`src/rtl/uart_tx_write_arbiter.sv`:
```
// Write-port arbiter for the UART TX FIFO.
//
// Two byte-stream requesters share the single FIFO write port. Ownership is
// granted for a whole frame so frames never interleave, and ties are broken
// round-robin. A requester is released early, with a one-cycle error pulse,
// if its frame runs past MAX_FRAME bytes or if it idles for IDLE_TIMEOUT
// owned cycles.
//
// Ports:
//   clock, reset                 clock and async active-low reset
//   req0/valid0/data0/last0      requester 0 frame request and byte stream
//   ready0                       requester 0 byte accepted this cycle
//   req1/valid1/data1/last1      requester 1 frame request and byte stream
//   ready1                       requester 1 byte accepted this cycle
//   fifo_full                    TX FIFO full flag
//   fifo_write_flag              FIFO write strobe
//   fifo_data_in                 byte to the FIFO
//   grant                        one-hot owner, 00 when idle
//   busy                         frame in progress
//   error                        one-cycle pulse on forced release
//   error_src                    requester behind the last error (sticky)
module uart_tx_write_arbiter #(
    parameter int unsigned MAX_FRAME    = 64,
    parameter int unsigned IDLE_TIMEOUT = 255,
    parameter int unsigned CNT_BITS     = 8
) (
    input  logic       clock,
    input  logic       reset,
    input  logic       req0,
    input  logic       valid0,
    input  logic [7:0] data0,
    input  logic       last0,
    output logic       ready0,
    input  logic       req1,
    input  logic       valid1,
    input  logic [7:0] data1,
    input  logic       last1,
    output logic       ready1,
    input  logic       fifo_full,
    output logic       fifo_write_flag,
    output logic [7:0] fifo_data_in,
    output logic [1:0] grant,
    output logic       busy,
    output logic       error,
    output logic       error_src
);

    // State encoding doubles as the one-hot grant vector.
    localparam logic [1:0] StIdle = 2'b00;
    localparam logic [1:0] StOwn0 = 2'b01;
    localparam logic [1:0] StOwn1 = 2'b10;

    localparam logic [CNT_BITS-1:0] MaxFrameC    = CNT_BITS'(MAX_FRAME);
    localparam logic [CNT_BITS-1:0] IdleTimeoutC = CNT_BITS'(IDLE_TIMEOUT);
    localparam logic [CNT_BITS-1:0] OneC         = CNT_BITS'(1);

    logic [1:0]          state_q, state_d;
    logic [CNT_BITS-1:0] byte_cnt_q, byte_cnt_d;
    logic [CNT_BITS-1:0] idle_cnt_q, idle_cnt_d;
    logic                last_winner_q, last_winner_d;
    logic                error_q, error_d;
    logic                error_src_q, error_src_d;

    logic                own0, own1, owned;
    logic                sel_valid, sel_last;
    logic [7:0]          sel_data;
    logic                accept;
    logic [CNT_BITS-1:0] byte_inc, idle_inc;
    logic                release_now, forced;

    // Datapath mux and accept rule
    always_comb begin
        own0      = (state_q == StOwn0);
        own1      = (state_q == StOwn1);
        owned     = own0 | own1;
        sel_valid = own1 ? valid1 : valid0;
        sel_last  = own1 ? last1  : last0;
        sel_data  = own1 ? data1  : data0;
        accept    = owned & sel_valid & ~fifo_full;

        ready0          = own0 & ~fifo_full;
        ready1          = own1 & ~fifo_full;
        fifo_write_flag = accept;
        fifo_data_in    = owned ? sel_data : 8'h00;
        grant           = state_q;
        busy            = owned;
        error           = error_q;
        error_src       = error_src_q;
    end

    // Next-state logic
    always_comb begin
        state_d       = state_q;
        byte_cnt_d    = byte_cnt_q;
        idle_cnt_d    = idle_cnt_q;
        last_winner_d = last_winner_q;
        error_d       = 1'b0;
        error_src_d   = error_src_q;
        byte_inc      = byte_cnt_q + OneC;
        idle_inc      = idle_cnt_q + OneC;
        release_now   = 1'b0;
        forced        = 1'b0;

        case (state_q)
            StIdle: begin
                // On a tie the requester that did not win last time goes first.
                if (req0 && (!req1 || last_winner_q)) begin
                    state_d = StOwn0;
                end else if (req1) begin
                    state_d = StOwn1;
                end
            end
            StOwn0, StOwn1: begin
                if (accept) begin
                    byte_cnt_d = byte_inc;
                    idle_cnt_d = '0;
                    if (sel_last) begin
                        release_now = 1'b1;
                    end else if (byte_inc == MaxFrameC) begin
                        release_now = 1'b1;
                        forced      = 1'b1;
                    end
                end else begin
                    // Stalls on a full FIFO count as idle too, so a FIFO that
                    // never drains still ends the frame.
                    idle_cnt_d = idle_inc;
                    if (idle_inc == IdleTimeoutC) begin
                        release_now = 1'b1;
                        forced      = 1'b1;
                    end
                end

                if (release_now) begin
                    state_d       = StIdle;
                    last_winner_d = own1;
                    byte_cnt_d    = '0;
                    idle_cnt_d    = '0;
                end
                if (forced) begin
                    error_d     = 1'b1;
                    error_src_d = own1;
                end
            end
            default: begin
                state_d    = StIdle;
                byte_cnt_d = '0;
                idle_cnt_d = '0;
            end
        endcase
    end

    always_ff @(posedge clock or negedge reset) begin
        if (!reset) begin
            state_q       <= StIdle;
            byte_cnt_q    <= '0;
            idle_cnt_q    <= '0;
            last_winner_q <= 1'b1;
            error_q       <= 1'b0;
            error_src_q   <= 1'b0;
        end else begin
            state_q       <= state_d;
            byte_cnt_q    <= byte_cnt_d;
            idle_cnt_q    <= idle_cnt_d;
            last_winner_q <= last_winner_d;
            error_q       <= error_d;
            error_src_q   <= error_src_d;
        end
    end

endmodule

```
`config.mk`:
```
export PLATFORM = sky130hd
export DESIGN_NAME = uart_tx_write_arbiter
export DESIGN_NICKNAME = d
export VERILOG_FILES = /design/src/rtl/uart_tx_write_arbiter.sv
export SDC_FILE = /design/constraint.sdc
export NUM_CORES = 1
export LEC_CHECK = 0
export CORE_MARGIN = 2
export CORE_UTILIZATION = 53
export CTS_CLUSTER_DIAMETER = 150
export DETAILED_ROUTE_END_ITERATION = 12
export GPL_ROUTABILITY_DRIVEN = 0
export PLACE_DENSITY_LB_ADDON = 0.15
export SLEW_MARGIN = 20
export SYNTH_ARGS = -nofsm -noshare
export SYNTH_HDL_FRONTEND = slang
export SYNTH_SLANG_ARGS = --single-unit
```
`constraint.sdc`:
```
create_clock -name clock -period 4.8 [get_ports clock]
set_input_delay 0.96 -clock clock [delete_from_list [all_inputs] [get_ports clock]]
set_output_delay 0.96 -clock clock [all_outputs]
set_load 0.02 [all_outputs]
```
==> flow_metrics.tcl <==
set metrics [dict create \
    status "completed" \
    area_growth_pct 24.5 \
    drt_wl_total_mm 3.91 \
    antenna_found_initial 0 \
    busiest_layer "met2" \
    yosys.area.top_type "dfrtp_1" \
    yosysMostFrequentCell "nand2_1" \
    gr-usage-met2 0.415 \
    final.setup.tns_ps 0 \
    cp.required_ps 3840 \
    cts.sinks 21 \
    p_sw_mw 0.411 \
    layout.cells.non_filler 261 \
    syn_nets 217 \
    insertion_delay_ps 310 \
    start_kind "register" \
    drv_cap 0 \
    first_iter_violations 100 \
    grt_overflow_total 0 \
    synth_area_leaders "dfrtp_1, mux2i_1, ha_1" \
    grt_max_degree 22 \
    max_freq_mhz 279 \
    die-area_um2 3610 \
    die_h_um 60.1 \
    vias 1551 \
    grt_pass1_vias 1425 \
    avgSynthCellArea_um2 9.02 \
    yosysWarnings 0 \
    powerDensity_nw_per_um2 422 \
    holdWs_ps 508 \
    firstDrtPassIters 5 \
    initial_core_util 0.551 \
    path_class "reg2out" \
    ys_ff_latch 21 \
    ys_seq_area_frac 0.316 \
    tritoncts "done" \
    critPathCaptureType "output pin" \
    clock-root-buffer "clkbuf_4" \
    post_cts_resized 0 \
    slew_headroom 0.542 \
    clkTransAtPathRegs_ps 120 \
    synthDistinctLibCells 54 \
    h-tree-depth 1 \
    postCtsSetupRepairBufs 0 \
    grt_use_met3 0.0281 \
    postSynthCellCount 185 \
    synth_flop_cell "dfrtp_1" \
    cts_buffer_depth 2 \
    crit_arrival_ps 2630 \
    via_per_inst 5.94 \
    antenna-diode-count 0 \
    port_buffers 40 \
    gr-usage-met1 0.297 \
    worst_pin_slew_ps 687 \
    std_cell_rows 20 \
    synth_edf_count 0 \
    p_clk_frac 0.098 \
    hold_buffers 0 \
    grt_pass1_wl_mm 6.51 \
    nets 250 \
    io_pins 41 \
    slew_violations 0 \
    rsz0062_at_grt "no" \
    hpwl_mm 3.00 \
    period_needed_ps 3590 \
    cp_max_fo 13 \
    p_comb_frac 0.631 \
    numCtsBuffers 3 \
    fin_crit_sh 0.747 \
    timing.hold.worst.class "reg2reg" \
    layout-drive-gt1-share 0.0829 \
    finalSetupViolations 0 \
    routedWlPerCell_um 15.0 \
    synth_area_um2 1670 \
    yosysTopAreaCellShare 0.300 \
    switching_share 0.469 \
    pwr-share-seq 0.271 \
    ir_worst_vdd_uv 212 \
    dp_cells 257 \
    core_area_um2 3030 \
    async_flop_share 1.00 \
    fin_worst_skew_ps 8.54 \
    synth_common_cells "nand2_1, dfrtp_1, mux2i_1, nor2_1" \
    internal_power_mw 0.466 \
    drt.antenna.violating_nets 0 \
    p_leak_nw 0.873 \
    die_x_um 60.1 \
    post-route-drc-count 0 \
    track_usage 0.235 \
    finalHoldViolations 0 \
]
## layout by cell type (no fill, tap or decap), types with 6 or more instances in the layout
| master | n |
|---|---|
| nand3_1 | 6 |
| nor2_1 | 10 |
| nand4_1 | 8 |
| inv_1 | 9 |
| clkdlybuf4s50_1 | 39 |
| nand2_1 | 21 |
| dfrtp_1 | 20 |
| mux2i_1 | 10 |
| ha_1 | 7 |
| a31oi_1 | 9 |
| a21oi_1 | 9 |
## flip-flops by register name, indices dropped and copies added, names as in the netlist
signal / cells
idle_cnt_q: 8
error: 1
grant: 2
error_src: 1
byte_cnt_q: 8
last_winner_q: 1
## power by group through the flow
stage	Combinational (mW)	Sequential, mW	Clock (mW)
finish	0.553	0.238	0.0862
global route	0.597	0.243	0.101
CTS	0.552	0.238	0.0873
detailed placement	0.551	0.242	0
global placement	0.538	0.238	0
floorplan	0.378	0.239	0
## stage by stage
step	util	setup slack, ps	power [mW]	area (um^2)
after floorplan	-	2170	0.617	1670
after CTS	0.688	1210	0.877	2080
final	0.686	1210	0.877	2080
after global routing	0.686	1100	0.942	2080
after global placement	0.679	1420	0.776	2060
after detailed placement	0.679	1390	0.793	2060
## worst paths after layout
kind	to	slack [ps]	from	cells after the start
max	fifo_write_flag	1210	grant[0]$_DFFE_PN0P_	6
min	error_src$_DFFE_PN0P_	510	error_src$_DFFE_PN0P_	1
max reg2reg	byte_cnt_q[0]$_DFFE_PN0P_	1910	grant[0]$_DFFE_PN0P_	9
min reg2reg	error_src$_DFFE_PN0P_	510	error_src$_DFFE_PN0P_	1
max in group asynchronous	last_winner_q$_DFFE_PN1P_	3870	reset	1
min in group asynchronous	byte_cnt_q[7]$_DFFE_PN0P_	590	reset	1
## cell type report
class | count | area, um^2
Sequential cell | 21 | 527
Tap cell | 44 | 55.1
Inverter | 10 | 40.0
Timing Repair Buffer | 40 | 395
Fill cell | 252 | 950
Multi-Input combinational cell | 142 | 1030
Clock buffer | 4 | 26.3
## metal layers
metal / share of wire / vias up
li1: - / 752
met1: 0.42 / 755
met2: 0.54 / 36
met3: 0.025 / 8
met4: 0.015 / 0
met5: 0 / -
## worst max-delay path: stages, from the launching register on
cell and delay (ps):
dfrtp_1 420, inv_1 120, ha_1 620, mux2_4 290, nand3b_4 110, inv_4 140
clkdlybuf4s50_1 620
## kinds of logic after synthesis
| logic type | synth area share |
|---|---|
| muxes | 0.0892 |
| buffers and inverters | 0.0645 |
| DFF | 0.316 |
| AOI/OAI and AO/OA | 0.232 |
| and+or+nand+nor | 0.231 |
| xor gates and xnor gates | 0.0157 |
| adders and majority gates | 0.0525 |
Note: power is estimated with default switching activity, not from simulation.
